==> src/rtl/fpga_conf_spi.sv <==
`default_nettype none
// ============================================================================
// Module   : fpga_conf_spi
// Function : Oversampled SPI slave writing a bank of configuration registers,
//            with glitch-safe deferred apply of register 0 and readback on miso.
// Revision : 1.0
// ============================================================================
module fpga_conf_spi #(
    parameter int FRAME_W     = 16,
    parameter int CMD_W       = 4,
    parameter int DATA_W      = 8,
    parameter int NUM_REGS    = 4,
    parameter int SYNC_STAGES = 2
) (
    input  logic                       ck_1356meg,
    input  logic                       nrst,
    input  logic                       spck,
    input  logic                       ncs,
    input  logic                       mosi,
    output logic                       miso,
    input  logic                       mode_safe,
    output logic [NUM_REGS*DATA_W-1:0] regs_flat,
    output logic [DATA_W-1:0]          conf_word,
    output logic [NUM_REGS-1:0]        upd_strobe,
    output logic                       frame_err,
    output logic [7:0]                 err_cnt
);

    localparam int                 c_CNT_W    = $clog2(FRAME_W + 2);
    localparam int                 c_SEL_W    = (NUM_REGS > 1) ? $clog2(NUM_REGS) : 1;
    localparam logic [DATA_W-1:0]  c_CONF_RST = DATA_W'(8'hE0);
    localparam logic [c_CNT_W-1:0] c_CNT_FULL = c_CNT_W'(FRAME_W);
    localparam logic [c_CNT_W-1:0] c_CNT_SAT  = c_CNT_W'(FRAME_W + 1);
    localparam logic [CMD_W-1:0]   c_CMD_PEND = CMD_W'(1);
    localparam logic [CMD_W-1:0]   c_CMD_CLR  = CMD_W'(14);
    localparam logic [CMD_W-1:0]   c_CMD_RSEL = CMD_W'(15);

    logic [SYNC_STAGES-1:0] r_spck_sync;
    logic [SYNC_STAGES-1:0] r_ncs_sync;
    logic [SYNC_STAGES-1:0] r_mosi_sync;
    logic [SYNC_STAGES-1:0] r_warm;
    logic                   r_spck_q;
    logic                   r_ncs_q;

    logic                   r_armed;
    logic                   r_active;
    logic [c_CNT_W-1:0]     r_bitcnt;
    logic [FRAME_W-1:0]     r_frame;
    logic [FRAME_W-1:0]     r_rd_shift;
    logic                   r_miso;
    logic                   r_dec_valid;
    logic [CMD_W-1:0]       r_dec_cmd;
    logic [DATA_W-1:0]      r_dec_payload;

    logic [DATA_W-1:0]      r_regs [NUM_REGS];
    logic [DATA_W-1:0]      r_pend;
    logic                   r_pend_valid;
    logic [NUM_REGS-1:0]    r_strobe;
    logic                   r_err;
    logic [7:0]             r_err_cnt;
    logic [c_SEL_W-1:0]     r_rd_sel;

    logic                   w_spck;
    logic                   w_ncs;
    logic                   w_mosi;
    logic                   w_warm;
    logic                   w_spck_rise;
    logic                   w_spck_fall;
    logic                   w_ncs_fall;
    logic                   w_ncs_rise;
    logic                   w_frame_bad;
    logic [FRAME_W-1:0]     w_rd_word;

    always_ff @(posedge ck_1356meg) begin
        if (!nrst) begin
            r_spck_sync <= '0;
            r_ncs_sync  <= '1;
            r_mosi_sync <= '0;
            r_warm      <= '0;
            r_spck_q    <= 1'b0;
            r_ncs_q     <= 1'b1;
        end else begin
            r_spck_sync <= {r_spck_sync[SYNC_STAGES-2:0], spck};
            r_ncs_sync  <= {r_ncs_sync[SYNC_STAGES-2:0], ncs};
            r_mosi_sync <= {r_mosi_sync[SYNC_STAGES-2:0], mosi};
            r_warm      <= {r_warm[SYNC_STAGES-2:0], 1'b1};
            r_spck_q    <= w_spck;
            r_ncs_q     <= w_ncs;
        end
    end

    assign w_spck      = r_spck_sync[SYNC_STAGES-1];
    assign w_ncs       = r_ncs_sync[SYNC_STAGES-1];
    assign w_mosi      = r_mosi_sync[SYNC_STAGES-1];
    assign w_warm      = r_warm[SYNC_STAGES-1];
    assign w_spck_rise = w_spck & ~r_spck_q;
    assign w_spck_fall = ~w_spck & r_spck_q;
    // A select already low when reset releases is not a fresh frame start.
    assign w_ncs_fall  = r_armed & r_ncs_q & ~w_ncs;
    assign w_ncs_rise  = r_active & ~r_ncs_q & w_ncs;
    assign w_frame_bad = w_ncs_rise & (r_bitcnt != c_CNT_FULL);
    assign w_rd_word   = FRAME_W'(r_regs[r_rd_sel]) << (FRAME_W - DATA_W);

    always_ff @(posedge ck_1356meg) begin
        if (!nrst) begin
            r_armed       <= 1'b0;
            r_active      <= 1'b0;
            r_bitcnt      <= '0;
            r_frame       <= '0;
            r_rd_shift    <= '0;
            r_miso        <= 1'b0;
            r_dec_valid   <= 1'b0;
            r_dec_cmd     <= '0;
            r_dec_payload <= '0;
        end else begin
            r_dec_valid <= 1'b0;
            if (w_warm && w_ncs) begin
                r_armed <= 1'b1;
            end
            if (w_ncs_fall) begin
                r_active   <= 1'b1;
                r_bitcnt   <= '0;
                r_rd_shift <= w_rd_word;
            end else begin
                if (r_active && !w_ncs && w_spck_rise) begin
                    r_frame <= {r_frame[FRAME_W-2:0], w_mosi};
                    if (r_bitcnt != c_CNT_SAT) begin
                        r_bitcnt <= r_bitcnt + 1'b1;
                    end
                end
                if (r_active && !w_ncs && w_spck_fall) begin
                    r_rd_shift <= r_rd_shift << 1;
                end
            end
            if (w_ncs) begin
                r_miso <= 1'b0;
            end else if (r_active && w_spck_fall) begin
                r_miso <= r_rd_shift[FRAME_W-1];
            end
            if (w_ncs_rise) begin
                r_active <= 1'b0;
                if (r_bitcnt == c_CNT_FULL) begin
                    r_dec_valid   <= 1'b1;
                    r_dec_cmd     <= r_frame[FRAME_W-1 -: CMD_W];
                    r_dec_payload <= r_frame[DATA_W-1:0];
                end
            end
        end
    end

    always_ff @(posedge ck_1356meg) begin
        if (!nrst) begin
            r_regs[0] <= c_CONF_RST;
            for (int i = 1; i < NUM_REGS; i++) begin
                r_regs[i] <= '0;
            end
            r_pend       <= '0;
            r_pend_valid <= 1'b0;
            r_strobe     <= '0;
            r_err        <= 1'b0;
            r_err_cnt    <= '0;
            r_rd_sel     <= '0;
        end else begin
            r_strobe <= '0;
            // Apply first so a same-cycle k=1 decode re-arms the pending slot.
            if (r_pend_valid && mode_safe) begin
                r_regs[0]    <= r_pend;
                r_strobe[0]  <= 1'b1;
                r_pend_valid <= 1'b0;
            end
            if (r_dec_valid) begin
                if (r_dec_cmd == c_CMD_PEND) begin
                    r_pend       <= r_dec_payload;
                    r_pend_valid <= 1'b1;
                end
                for (int i = 1; i < NUM_REGS; i++) begin
                    if (r_dec_cmd == CMD_W'(i + 1)) begin
                        r_regs[i]   <= r_dec_payload;
                        r_strobe[i] <= 1'b1;
                    end
                end
                if (r_dec_cmd == c_CMD_CLR) begin
                    r_err     <= 1'b0;
                    r_err_cnt <= '0;
                end
                if (r_dec_cmd == c_CMD_RSEL) begin
                    r_rd_sel <= c_SEL_W'(r_dec_payload % DATA_W'(NUM_REGS));
                end
            end
            if (w_frame_bad) begin
                r_err <= 1'b1;
                if (r_err_cnt != 8'hFF) begin
                    r_err_cnt <= r_err_cnt + 8'd1;
                end
            end
        end
    end

    for (genvar gi = 0; gi < NUM_REGS; gi++) begin : g_flat
        assign regs_flat[gi*DATA_W +: DATA_W] = r_regs[gi];
    end

    assign conf_word  = r_regs[0];
    assign upd_strobe = r_strobe;
    assign frame_err  = r_err;
    assign err_cnt    = r_err_cnt;
    assign miso       = r_miso;

endmodule
`default_nettype wire
==> config.mk <==
export PLATFORM = sky130hd
export DESIGN_NAME = fpga_conf_spi
export DESIGN_NICKNAME = d
export VERILOG_FILES = /design/src/rtl/fpga_conf_spi.sv
export SDC_FILE = /design/constraint.sdc
export NUM_CORES = 1
export LEC_CHECK = 0
export BUFFER_PORTS_ARGS = -buffer_cell sky130_fd_sc_hd__buf_2
export CORE_AREA = 2 2 130 69
export DETAILED_ROUTE_END_ITERATION = 7
export DIE_AREA = 0 0 132 71
export PLACE_DENSITY = 0.77
export SLEW_MARGIN = 30
export SYNTH_ARGS = -nofsm -noshare
export SYNTH_HDL_FRONTEND = slang
export SYNTH_SLANG_ARGS = --single-unit
==> constraint.sdc <==
create_clock -name ck_1356meg -period 2 [get_ports ck_1356meg]
set_input_delay 0.3 -clock ck_1356meg [delete_from_list [all_inputs] [get_ports ck_1356meg]]
set_output_delay 0.3 -clock ck_1356meg [all_outputs]
set_load 0.03 [all_outputs]
# ---- After elaboration in Yosys (flattened, before gate mapping)
# Memory sizes are Yosys's and may differ from the RTL's. A register that Yosys moved wholly into a read port is not among the register bits.
# Index checks and enable logic that the tools add are counted.
dict set report word_totals {
  regBits 79
  ram_bits 32
  input_bits 6
  output_inout_bits 54
  wordCells 110
  mem_count 1
}
dict set report classes {
  addsub 2
  eq_ne 10
  n_mux 36
  n_bitwise 17
  reduce_logical 21
}
# name words word_bits rd rd_clocked_by_memory_dff write_ports line_no
set memory_table {}
lappend memory_table {r_regs 4 8 5 1 4 55} ;# logic [DATA_W-1:0] r_regs [NUM_REGS];
# cell n
set op_table {}
lappend op_table {{8-bit two-way mux} 8}
lappend op_table {{16-bit two-way mux} 2}
lappend op_table {{1-bit two-way mux} 24}
lappend op_table {{2-bit AND reduction} 8}
lappend op_table {{5-bit inequality test (second input constant)} 2}
lappend op_table {{8-bit by 1-bit adder with 8-bit output (second input constant)} 1}
lappend op_table {{4-bit by 2-bit equality test with 1-bit output (second input constant)} 2}
lappend op_table {{4-bit equality test (second input constant)} 2}
lappend op_table {{8-bit inequality test (second input constant)} 1}
lappend op_table {{1-bit AND} 7}
lappend op_table {{1-bit logical AND} 6}
lappend op_table {{1-bit NOT} 6}
lappend op_table {{2-bit nonzero test} 3}
lappend op_table {{2-bit OR reduction} 3}
lappend op_table {{5-bit by 1-bit adder with 5-bit output (second input constant)} 1}
lappend op_table {{5-bit equality test (second input constant)} 1}
lappend op_table {{4-bit by 1-bit equality test with 1-bit output (second input constant)} 1}
lappend op_table {{4-bit by 3-bit equality test with 1-bit output (second input constant)} 1}
lappend op_table {{2-bit two-way mux} 2}
lappend op_table {{1-bit OR} 4}
lappend op_table {{1-bit zero test} 1}

# ---- Logic depth before layout (Yosys ltp)
dict set report logic_depth {
  word_depth 6
  mapped_depth 8
  depth_no_buf 6
}

# ---- Worst setup path after synthesis
# Ideal clock, no wire load.
dict set report synth_path {
  path_kind {register to register}
  from {register r_dec_cmd[3]}
  to {memory r_regs[3][0], enable pin}
  setup_ps 384
  t_arrival_ps 1357
  t_required_ps 1616
  setup_slack_ps 259
  stages_incl_launch_ff 3
  path_buffers 0
  synth_period_minus_slack_ps 1741
  cell_sequence {dfxtp_1 > or3_1 > o21ai_0}
}
# item line_no
set synth_lines {}
lappend synth_lines {{start, declared} 52} ;# logic [CMD_W-1:0] r_dec_cmd;
lappend synth_lines {{start signal, assigned} 144} ;# r_dec_cmd <= r_frame[FRAME_W-1 -: CMD_W];
lappend synth_lines {{end, declared} 55}

# ---- Worst setup path in the final report
dict set report layout_path {
  from {register r_bitcnt[1]}
  to {register r_dec_payload[7]}
}
dict set report layout_via {
  elab_chain_cells 2
}
# item line_no
set layout_lines {}
lappend layout_lines {{start, declared} 47} ;# logic [c_CNT_W-1:0] r_bitcnt;
lappend layout_lines {{start signal, assigned} 128} ;# r_bitcnt <= r_bitcnt + 1'b1;
lappend layout_lines {{5-bit equality test} 142} ;# if (r_bitcnt == c_CNT_FULL) begin
lappend layout_lines {{2-bit AND reduction (no line)} n/a}
lappend layout_lines {{end signal, assigned} 145} ;# r_dec_payload <= r_frame[DATA_W-1:0];
lappend layout_lines {{end, declared} 53} ;# logic [DATA_W-1:0] r_dec_payload;
# Every way passes these cells.
# A chain may end at the register's enable or synchronous reset.

==> flow_metrics.tcl <==
set metrics [dict create \
    outcome "finished, final reports clean" \
    drtIter0Drc 266 \
    stdcell_area_um2 5440 \
    grt_pass1_wl_um 16500 \
    synthDistinctLibCells 51 \
    hold_class "primary input to flip-flop" \
    fin_crit_sh_pct 87.2 \
    synthArstFlopShare_pct 0 \
    ios 60 \
    worst_slack_ns 0.256 \
    critical_path.endpoint_type "flip-flop" \
    die_area_um2 9370 \
    layout_common_cells "dfxtp_1 (81), nand2_1 (65), buf_2 (59)" \
    start_util_pct 54.5 \
    htree_levels 4 \
    hold_viol 0 \
    relSlewSlack_pct 58.0 \
    ys_ff_latch 113 \
    vias 3334 \
    worstSetupPathType "flip-flop to flip-flop" \
    grt_max_degree 27 \
    cp_max_fo 13 \
    gp_congestion 0.814 \
    rr_worst_depth 6 \
    postCtsResizedCells 0 \
    wl_um 10300 \
    ys.flop_type "dfxtp_1" \
    grt_overflow 0 \
    yosysWarnings 0 \
    grt_usage_pct 23.7 \
    synth_area_leader_cell "dfxtp_1" \
    viasPerCell 5.45 \
    cts_tree "built" \
    setup_viol 0 \
    min_period_ns 1.74 \
    fillerInstances 658 \
    cts_buffer_depth 2 \
    wl_per_cell_um 16.8 \
    post_cts_buffers 0 \
    crit_required_ns 2.29 \
    synth.area.top_cells "dfxtp_1 (36%), edfxtp_1 (21%), mux2i_1 (5.5%), nand2_1 (5.4%), and2_1 (5.2%)" \
    num-nets-final 492 \
    yosysTopAreaCellShare_pct 35.8 \
    fmax_mhz 573 \
    cts.sinks 113 \
    arrival_ns 2.04 \
    p_total_mw 5.29 \
    drive_gt1_share_pct 22.4 \
    drt_pass1_iterations 5 \
    antenna_found_initial 0 \
    setup.worst_path.start "r_bitcnt[1]" \
    postCtsHoldBufs 0 \
    postPlaceCellArea_um2 4890 \
    startpoint_type "flip-flop" \
    power.density_nw_per_um2 972 \
    layout_commonest_cell "dfxtp_1" \
    final_util_pct 65.4 \
    synth_edf_count 32 \
    drcViolationCount 0 \
    synth_fp_nets 429 \
    peakVddDrop_v 0.000637 \
    report.final.slew_viol_count 0 \
    worst_slew_pin_slew_ns 0.626 \
    skew_ns 0.00974 \
    yosysSeqAreaShare_pct 57.0 \
    rsz0062_at_grt "false" \
    syn_area_um2 4530 \
    numCtsBuffers 17 \
    hold_path_depth 2 \
    dp_slack_ns 0.296 \
    ant_nets 0 \
    dp_hpwl_um 7030 \
    p_leak_nw 2.22 \
    die_w_um 132 \
    first_global_vias 3053 \
    cap_violations 0 \
    design.core.area_um2 8320 \
    clk_latency_ns 0.41 \
    setup_tns_ns 0 \
    die_h_um 71 \
    syn_avg_cell_area_um2 10.8 \
    io_buffer_count 59 \
    cts_root_buf "clkbuf_16" \
    worstHoldStart "ncs" \
    path_clk_slew_ns 0.05 \
    r2r_start "r_bitcnt[1]" \
    n_antenna_cell 0 \
    row_count 24 \
    netlist_instances 419 \
    area_growth_pct 20.0 \
]
-- per-layer routing --
metal / routed length (um) / global-route usage [%]
met1: 5140 / 34.4
met2: 4390 / 32.6
met3: 669 / 8.24
met4: 112 / 8.70
met5: 0 / 0
-- power by group --
group | switching [mW] | total, mW | leakage (nW) | internal, mW
clock | 0.959 | 2.73 | 0.276 | 1.77
sequential | 0.0185 | 2.40 | 0.983 | 2.39
combinational | 0.112 | 0.151 | 0.963 | 0.0392
total | 1.09 | 5.29 | 2.22 | 4.20
-- synthesized netlist by cell type, drive strengths merged, types with 5 or more instances --
library cell / n
a31oi: 5
dfxtp: 81
nand3: 6
and2: 38
clkbuf: 10
mux2i: 25
buf: 15
mux4: 8
inv: 5
edfxtp: 32
a311oi: 6
nand2: 65
o21ai: 7
nor2: 44
nand2b: 5
a21oi: 21
-- worst paths after layout --
path | to | slack, ns
max | r_dec_payload[7] | 0.26
min reg2reg | r_ncs_sync[1] | 0.42
max reg2reg | r_dec_payload[7] | 0.26
min | r_ncs_sync[0] | 0.08
-- layout make-up --
| cell class | instances | area, um^2 | area share, % |
|---|---|---|---|
| Clock buffer | 27 | 524 | 9.64 |
| Clock inverter | 5 | 25.0 | 0.460 |
| Inverter | 5 | 18.8 | 0.345 |
| Multi-Input combinational cell | 276 | 1770 | 32.6 |
| Sequential cell | 113 | 2580 | 47.5 |
| Tap cell | 117 | 146 | 2.69 |
| Timing Repair Buffer | 69 | 370 | 6.81 |
-- registers in the layout, indices dropped and copies added (netlist names), 4 cells and up, named ones only --
register       count
upd_strobe         4
r_rd_shift         8
r_frame           16
err_cnt            8
r_bitcnt           5
r_regs            32
r_pend             8
r_dec_payload      8
r_dec_cmd          4
-- cells by family after synthesis --
family	after synthesis	synth area share, %
simple gates	181	19.8
xor+xnor	5	0.966
mux	33	9.49
compound gates	53	7.70
fa+ha+maj	4	1.10
flops	113	57.0
buf+inv	30	3.92
-- metrics by stage --
step / hold slack [ns] / instances
2_1_floorplan: 0.328 / 419
3_3_place_gp: 0.401 / 580
3_5_place_dp: 0.420 / 580
4_1_cts: 0.0752 / 612
5_1_grt: 0.0744 / 612
6_report: 0.0809 / 612
-- critical path, stage by stage, from the launching register on --
cell,delay (ns)
dfxtp_1,0.33
inv_1,0.09
ha_1,0.20
nand2_1,0.07
or4_4,0.64
mux2i_1,0.24
nor2_1,0.05
No activity file was read; power rests on OpenSTA's default activity.
